## src/rtl/seg7_scan_driver.sv

```systemverilog
// seg7_scan_driver
//   Time-multiplexed hex 7-segment driver for NUM_DIGITS common-anode digits.
//   Each refresh slot opens with an all-anodes-off gap, then drives one digit.
//   value/dp_in are captured into shadow registers only at a frame boundary,
//   so a change in the middle of a frame never tears the display.
//   Ports:
//     clk, rst    clock, asynchronous active-high reset
//     value       packed nibbles, digit 0 = bits 3:0 (rightmost)
//     dp_in       decimal point request per digit, active-high
//     update_en   capture enable, sampled only at a frame boundary
//     lz_en       leading-zero suppression, live (not shadowed)
//     segOut      segments a..g on bits 6..0, active-low
//     dpOut       decimal point, active-low
//     anode       digit enables, active-low, one-hot-low or all high
//     frame_tick  one-cycle pulse following each frame boundary

// Per-digit hex decode with an optional blank override.
module seg7_lane (
  input  logic [3:0] nib,
  input  logic       blank,
  output logic [6:0] seg
);
  always_comb begin
    unique case (nib)
      4'h0: seg = 7'b0000001;
      4'h1: seg = 7'b1001111;
      4'h2: seg = 7'b0010010;
      4'h3: seg = 7'b0000110;
      4'h4: seg = 7'b1001100;
      4'h5: seg = 7'b0100100;
      4'h6: seg = 7'b0100000;
      4'h7: seg = 7'b0001111;
      4'h8: seg = 7'b0000000;
      4'h9: seg = 7'b0000100;
      4'hA: seg = 7'b0001000;
      4'hB: seg = 7'b1100000;
      4'hC: seg = 7'b0110001;
      4'hD: seg = 7'b1000010;
      4'hE: seg = 7'b0110000;
      default: seg = 7'b0111000;
    endcase
    if (blank) seg = 7'b1111111;
  end
endmodule

module seg7_scan_driver #(
  parameter int NUM_DIGITS   = 8,
  parameter int REFRESH_DIV  = 100000,
  parameter int BLANK_CYCLES = 1000
) (
  input  logic                    clk,
  input  logic                    rst,
  input  logic [4*NUM_DIGITS-1:0] value,
  input  logic [NUM_DIGITS-1:0]   dp_in,
  input  logic                    update_en,
  input  logic                    lz_en,
  output logic [6:0]              segOut,
  output logic                    dpOut,
  output logic [NUM_DIGITS-1:0]   anode,
  output logic                    frame_tick
);
  localparam int CNT_W = $clog2(REFRESH_DIV);
  localparam int IDX_W = (NUM_DIGITS > 1) ? $clog2(NUM_DIGITS) : 1;
  localparam logic [CNT_W-1:0] CNT_LAST = CNT_W'(REFRESH_DIV - 1);
  localparam logic [IDX_W-1:0] IDX_LAST = IDX_W'(NUM_DIGITS - 1);

  logic [CNT_W-1:0]             cnt;
  logic [IDX_W-1:0]             idx;
  logic [NUM_DIGITS-1:0][3:0]   shadow_val;
  logic [NUM_DIGITS-1:0]        shadow_dp;
  logic                         slot_end, frame_end, in_gap;
  logic [NUM_DIGITS-1:0]        lz_blank;
  logic [NUM_DIGITS-1:0][6:0]   dig_seg;
  logic [NUM_DIGITS-1:0]        anode_d;
  logic [6:0]                   seg_d;
  logic                         dp_d;

  assign slot_end  = (cnt == CNT_LAST);
  assign frame_end = slot_end && (idx == IDX_LAST);

  // Gap compare only exists when a gap is configured; avoids a constant
  // unsigned "< 0" compare when BLANK_CYCLES is 0.
  generate
    if (BLANK_CYCLES > 0) begin : g_gap
      assign in_gap = (cnt < CNT_W'(BLANK_CYCLES));
    end else begin : g_nogap
      assign in_gap = 1'b0;
    end
  endgenerate

  // Prescaler, digit index and frame-synchronous shadow capture.
  always_ff @(posedge clk or posedge rst) begin
    if (rst) begin
      cnt        <= '0;
      idx        <= '0;
      shadow_val <= '0;
      shadow_dp  <= '0;
    end else begin
      cnt <= slot_end ? '0 : cnt + CNT_W'(1);
      if (slot_end) idx <= (idx == IDX_LAST) ? '0 : idx + IDX_W'(1);
      if (frame_end && update_en) begin
        shadow_val <= value;
        shadow_dp  <= dp_in;
      end
    end
  end

  // A digit is suppressed when it and every digit above it are zero;
  // digit 0 is never suppressed so a zero value still shows "0".
  always_comb begin
    logic z;
    z = 1'b1;
    lz_blank = '0;
    for (int k = NUM_DIGITS - 1; k >= 0; k--) begin
      z = z & (shadow_val[k] == 4'h0);
      lz_blank[k] = lz_en & z & (k != 0);
    end
  end

  generate
    for (genvar k = 0; k < NUM_DIGITS; k++) begin : g_lane
      seg7_lane u_lane (
        .nib   (shadow_val[k]),
        .blank (lz_blank[k]),
        .seg   (dig_seg[k])
      );
    end
  endgenerate

  always_comb begin
    anode_d = '1;
    seg_d   = 7'b1111111;
    dp_d    = 1'b1;
    if (!in_gap) begin
      for (int k = 0; k < NUM_DIGITS; k++) begin
        if (idx == IDX_W'(k)) begin
          anode_d[k] = 1'b0;
          seg_d      = dig_seg[k];
          dp_d       = ~shadow_dp[k];
        end
      end
    end
  end

  always_ff @(posedge clk or posedge rst) begin
    if (rst) begin
      anode      <= '1;
      segOut     <= 7'b1111111;
      dpOut      <= 1'b1;
      frame_tick <= 1'b0;
    end else begin
      anode      <= anode_d;
      segOut     <= seg_d;
      dpOut      <= dp_d;
      frame_tick <= frame_end;
    end
  end
endmodule

```

## config.mk

```make
export PLATFORM = sky130hd
export DESIGN_NAME = seg7_scan_driver
export DESIGN_NICKNAME = d
export VERILOG_FILES = /design/src/rtl/seg7_scan_driver.sv
export SDC_FILE = /design/constraint.sdc
export NUM_CORES = 1
export LEC_CHECK = 0
export ABC_AREA = 1
export BUFFER_PORTS_ARGS = -buffer_cell sky130_fd_sc_hd__buf_2
export CAP_MARGIN = 40
export CORE_MARGIN = 3
export CORE_UTILIZATION = 46
export CTS_CLUSTER_SIZE = 28
export DETAILED_ROUTE_END_ITERATION = 16
export MAX_ROUTING_LAYER = met4
export PLACE_DENSITY = 0.77
export RECOVER_POWER = 25
export SYNTH_ARGS = -nofsm -noshare
export SYNTH_HDL_FRONTEND = slang
export SYNTH_SLANG_ARGS = --single-unit
```

## constraint.sdc

```tcl
create_clock -name clk -period 1.94 [get_ports clk]
set_input_delay 0 -clock clk [delete_from_list [all_inputs] [get_ports clk]]
set_output_delay 0 -clock clk [all_outputs]
set_load 0.02 [all_outputs]
```

## Yosys cells after proc, flatten, opt, wreduce, memory -nomap -nowiden

Memory sizes are Yosys's and may differ from the RTL's.
Cells that the tools add are included.

| storage, ports and cells | value |
|---|---|
| word-level logic and storage cells | 101 |
| input port bits | 44 |
| bits in read-only memories | 896 |
| register bits | 77 |
| output and inout bits | 17 |
| memories kept | 8 |

| operators by class | value |
|---|---|
| reduce and logical (&&, ||, !) cells | 10 |
| muxes and demuxes | 36 |
| add/subtract/negate cells | 2 |
| eq/ne operators | 8 |
| magnitude comparators | 1 |
| bitwise gates (word level) | 21 |

Memory list:

| name | words | width | read ports | clocked after Yosys merged registers in | write ports | RTL line | RTL |
|---|---|---|---|---|---|---|---|
| (no name shown) | 16 | 7 | 1 | 0 | 0 | 24 | `unique case (nib)` |
| (no name shown) | 16 | 7 | 1 | 0 | 0 | 24 |  |
| (no name shown) | 16 | 7 | 1 | 0 | 0 | 24 |  |
| (no name shown) | 16 | 7 | 1 | 0 | 0 | 24 |  |
| (no name shown) | 16 | 7 | 1 | 0 | 0 | 24 |  |
| (no name shown) | 16 | 7 | 1 | 0 | 0 | 24 |  |
| 2 more memories | - | - | - | - | - | - |  |

Operators with widths:

| cell | number |
|---|---|
| $mux W7 | 16 |
| $logic_not A4 Y1 | 7 |
| $add A17 B1 Y17 const B | 1 |
| $eq A17 B17 Y1 const B | 1 |
| $lt A17 B10 Y1 const B | 1 |
| $mux W1 | 17 |
| $mux W17 | 1 |
| $and A1 B1 Y1 | 13 |
| $eq A3 B3 Y1 const B | 4 |
| $mux W8 | 1 |
| $not A1 Y1 | 8 |
| $eq A3 B2 Y1 const B | 2 |
| $add A3 B1 Y3 const B | 1 |
| $eq A3 B1 Y1 const B | 1 |
| $logic_not A3 Y1 | 1 |
| $mux W3 | 1 |
| $logic_and A1 B1 Y1 | 2 |

## Depth between registers and ports, before layout

| logic depth | value |
|---|---|
| word-level depth | 17 |
| depth in mapped cells | 16 |
| depth with buffers taken out | 16 |

## By module

A second synthesis with hierarchy kept.

| unflattened totals | value |
|---|---|
| cell total of the unflattened synthesis | 972 |
| area, all modules | 6388.6 sq um |

Modules (own cells, without submodules):

| module | area each (sq um) | times used | cells each | sequential area each (sq um) |
|---|---|---|---|---|
| seg7_scan_driver | 4045.1 | 1 | 564 | 1946.9 |
| seg7_lane at g_lane[0].u_lane ... | 292.8 | 7 | 51 | 0.0 |
| seg7_lane at g_lane[1].u_lane | 294.0 | 1 | 51 | 0.0 |

## Least setup slack after synthesis

No wires, ideal clock.

| timing path | value |
|---|---|
| path kind | flip-flop to flip-flop |
| start | reg shadow_val[28] (netlist name) |
| end | reg segOut[4] |
| library setup time | 0.068 ns |
| path buffers | 0 |
| period minus slack after synthesis | 1.928 ns |
| required time | 1.872 ns |
| path slack | 0.012 ns |
| cell stages (with the launch flop) | 17 |
| data arrival time | 1.859 ns |
| cells stage by stage | dfrtp_1 > inv_1 > ha_1 > nand2_4 > nor2_8 > nand3_4 > nor2_8 > nand4_4 > nand2_1 > nand2_1 > nand2_1 > nand2_1 > nand2_1 > nand2_1 > nand2_1 > nand2_1 > a21oi_2 |

| between the ends | value |
|---|---|
| longest elaborated chain between the ends | 17 |
| elaborated cells on any way between the ends | 30 |
| classes of those cells | mux: 15; bitwise: 13; reduce/logical: 1; memory: 1 |

Ends and longest elaborated chain:

| element | RTL line | RTL |
|---|---|---|
| start, declared | 69 | `logic [NUM_DIGITS-1:0][3:0] shadow_val;` |
| start signal, assigned | 102 | `shadow_val <= value;` |
| $logic_not A4 Y1 | 115 | `z = z & (shadow_val[k] == 4'h0);` |
| $and A1 B1 Y1 (6 in a row) | 115 |  |
| $and A1 B1 Y1 | 116 | `lz_blank[k] = lz_en & z & (k != 0);` |
| $mux W7 | 42 | `if (blank) seg = 7'b1111111;` |
| $mux W7 (6 in a row) | 136 | `if (idx == IDX_W'(k)) begin` |
| $mux W7 (*) | 136 |  |
| $mux W7 (*) | 134 | `if (!in_gap) begin` |
| named net seg_d[4] | 75 | `logic [6:0] seg_d;` |
| end signal, assigned | 153 | `segOut <= seg_d;` |
| end, declared | 57 | `output logic [6:0] segOut,` |

Mark *: on every way through the listed nets, which the timed path passes. The rest lies on a longest branch.
A chain may end at the register's enable or synchronous reset.

## Final worst setup path

| timing path | value |
|---|---|
| start | reg cnt[1] |
| end | reg shadow_val[11] (netlist name) |

| between the ends | value |
|---|---|
| longest elaborated chain between the ends | 3 |

Ends and longest elaborated chain:

| element | RTL line | RTL |
|---|---|---|
| start, declared | 67 | `logic [CNT_W-1:0] cnt;` |
| start signal, assigned | 99 | `cnt <= slot_end ? '0 : cnt + CNT_W'(1);` |
| $eq A17 B17 Y1 | 78 | `assign slot_end = (cnt == CNT_LAST);` |
| $logic_and A1 B1 Y1 | 79 | `assign frame_end = slot_end && (idx == IDX_LAST);` |
| named net frame_end | 71 | `logic slot_end, frame_end, in_gap;` |
| $logic_and A1 B1 Y1 | 101 | `if (frame_end && update_en) begin` |

The timed path passes the listed nets, and every way through them passes these cells.

==> flow_metrics.tcl <==
set metrics [dict create \
    worst_pin_slew_ps 835.0 \
    gpl.final_weighted_congestion 0.9336 \
    synth_edf_count 0 \
    clk_pin_slew_ps 60 \
    met1_usage_pct 28.45 \
    htree_levels 3 \
    yosysTopAreaCell "dfrtp_1" \
    rows 40 \
    wl_per_cell_um 14.46 \
    grt_setup_unrepaired "yes" \
    track_usage_pct 21.80 \
    nets 1001 \
    combPwrFrac_pct 5.4 \
    grt_pass1_wl_um 24770 \
    path_class "reg -> reg" \
    cp_slowest_cell "dfrtp_1" \
    switchingPower_mw 0.7518 \
    wl_um 15630 \
    drt_iter0_drc 496 \
    antenna_found_initial 0 \
    finalHoldViolations 0 \
    clk_latency_ps 350 \
    met2_usage_pct 34.32 \
    io_pins 61 \
    p_leak_nw 3.952 \
    drtPass1Iterations 5 \
    synthCells 734 \
    synth_top_area_share_pct 25.72 \
    netlist_area_mm2 0.005934 \
    synth_seq_area_share_pct 32.81 \
    max_stage_delay_ps 370 \
    ir_drop_v 0.0006245 \
    ys_ff_latch 77 \
    setup.worst_path.start_class "flip-flop" \
    die_area_mm2 0.01430 \
    cap_violations 0 \
    gr-usage-met3_pct 4.194 \
    finalWorstSetupSlack_ps -42.75 \
    p_int_mw 2.812 \
    clkSinkCount 77 \
    crit_fanout 8 \
    synthArstFlopShare_pct 100.0 \
    drive_gt1_share_pct 32.09 \
    die_h_um 119.6 \
    grt_max_degree 26 \
    ys_warn_count 0 \
    min_period_ps 1983 \
    power_density_mw_per_mm2 450.2 \
    fp.coreArea_mm2 0.01231 \
    drv_slew 0 \
    p_seq_share_pct 45.1 \
    slew_headroom_pct 44.03 \
    routed_via_density 5.192 \
    synth_area_leaders "dfrtp_1 26%, ha_1 10%, mux2_4 10%" \
    cts_buffer_depth 2 \
    gr-total-overflow 0 \
    clock-skew-final_ps 7.381 \
    dp_hpwl_um 10950 \
    setup_viol 40 \
    synth_top_flop_cell "dfrtp_1" \
    cp_data_required_time_ps 2170 \
    io_buffer_count 60 \
    synthesis.nets 827 \
    cts_buffers 9 \
    worstPathArrival_ps 2210 \
    violations "negative setup slack" \
    sw_frac_of_total_pct 21.09 \
    via_count 5613 \
    outcome "finished with violations" \
    ctsRootBufferMaster "clkbuf_16" \
    min_path_cells 4 \
    drc 0 \
    period_share_pct 102.2 \
    clkPwrFrac_pct 49.5 \
    crit_chain "ha_2, nand2_2, nor2_4, inv_2, nor3_4, nand2_2, nor2_4, nand2_8, clkbuf_16, mux2_4" \
    cp-end-kind "flip-flop" \
    ys_types 49 \
    fin_setup_tns_ps -1017 \
    grt_pass1_vias 5382 \
    insertedDiodeCount 0 \
    gr-max-usage-layer "met2" \
    hp-class "in -> reg" \
    max_freq_ghz 0.5044 \
    start_util_pct 48.20 \
    area_delta_synth_final_pct 33.42 \
    avgSynthCellArea_um2 8.085 \
    r2r_cells 10 \
    ant_nets 0 \
    cts_tree "built" \
    die_w_um 119.6 \
    dp_slack_ps -58.76 \
]
-- power groups by stage --
stage,Combinational [mW],Sequential (mW),Clock (mW)
after floorplan,0.0542,1.64,0
after global placement,0.132,1.64,0
after detailed placement,0.133,1.64,0
after CTS,0.199,1.61,1.80
after global routing,0.213,1.61,1.87
final,0.191,1.61,1.76
-- registers in the layout, indices dropped and copies added (netlist names) --
signal      cells
segOut          7
frame_tick      1
dpOut           1
idx             3
shadow_dp       8
anode           8
shadow_val     32
cnt            17
-- layout by cell type (no fill, tap or decap), types with 5 or more instances in the layout --
master / n
a31oi_1: 8
dlygate4sd3_1: 41
ha_2: 5
buf_4: 76
a21oi_1: 39
o21ai_0: 30
clkinv_1: 5
dfstp_2: 16
nor3_1: 10
a21oi_2: 9
mux2_4: 40
nand2_1: 149
inv_1: 83
nand3_1: 42
inv_2: 19
dfrtp_1: 58
ha_1: 41
nand2_2: 11
nor2_1: 52
nand4_1: 6
o211ai_1: 10
clkbuf_16: 13
a211oi_1: 8
buf_2: 60
o22ai_1: 5
-- timing repair --
action                                  in CTS  in global routing
pin swaps                                    8                 18
buffers inserted                             1                  3
hold buffers                                41                  0
endpoints found under the setup margin       7                 51
cloned                                       0                  5
resized for setup                           14                 39
endpoints found under the hold margin       59                  0
-- path summary, 6_finish.rpt --
path                            from              to  slack (ps)
setup / recovery              cnt[1]  shadow_val[11]         -40
hold / removal             update_en   shadow_val[0]         260
setup reg to reg              cnt[1]  shadow_val[11]         -40
hold reg to reg              cnt[16]         cnt[16]         470
max in group asynchronous        rst   shadow_val[8]         530
min in group asynchronous        rst         cnt[11]         320
-- stage by stage --
step / cells / area (um2) / utilization (%) / total power, mW / hold WS [ps]
after detailed placement: 1015 / 6927 / 56.26 / 1.768 / 46.91
after CTS: 1073 / 7689 / 62.45 / 3.608 / 221.9
final: 1081 / 7918 / 64.31 / 3.564 / 261.9
after global placement: 1015 / 6927 / 56.26 / 1.768 / 45.44
after global routing: 1081 / 7918 / 64.31 / 3.694 / 265.8
after floorplan: 734 / 5938 / - / 1.690 / 148.5
-- layout make-up --
| cell class | count | area, um2 |
|---|---|---|
| Inverter | 112 | 430.4 |
| Timing Repair Buffer | 186 | 1443 |
| Fill cell | 1044 | 4394 |
| Tap cell | 168 | 210.2 |
| Clock inverter | 3 | 42.54 |
| Clock buffer | 13 | 270.3 |
| Sequential cell | 77 | 1951 |
| Multi-Input combinational cell | 522 | 3571 |
-- cells in the mapped netlist (all sizes together) (2+ instances only) --
cell type	instances
nand2	163
inv	103
dfrtp	61
nor2	61
ha	49
a21oi	48
nand3	44
mux2	40
o21ai	30
dfstp	16
buf	14
nor3	13
a31oi	10
o211ai	10
clkbuf	9
clkinv	9
a211oi	8
nand4	7
nor4	5
o22ai	5
o2111ai	4
o221ai	4
o311ai	4
o31ai	4
xor2	3
nand3b	2
o41ai	2
-- critical path, delay by kind of cell (launching register included) --
family | cells | cell delay [ps]
buffers and inverters | 2 | 270
muxes | 1 | 290
and+or+nand+nor | 6 | 730
adders and majority gates | 1 | 200
DFF | 1 | 370
-- cells by family (layout without fill, tap and decap cells) --
kind of cell | count (synthesis) | in the layout | synth area share (%)
XOR/XNOR | 4 | 4 | 0.5905
adder cells (fa/ha/maj) | 49 | 49 | 10.33
AND/OR/NAND/NOR | 296 | 296 | 22.85
multiplexers | 40 | 40 | 10.12
buffers and inverters | 135 | 314 | 9.635
AO/OA/AOI/OAI | 133 | 133 | 13.66
flip-flops | 77 | 77 | 32.81
-- per-layer routing --
| metal | up-vias | wire [um] | part of all wire (%) |
|---|---|---|---|
| li1 | 2796 | - | - |
| met3 | 30 | 860 | 5.5 |
| met1 | 2612 | 7130 | 46 |
| met4 | 0 | 468 | 3.0 |
| met5 | - | 0 | 0 |
| met2 | 175 | 7167 | 46 |
Note: power is estimated with default switching activity, not from simulation.
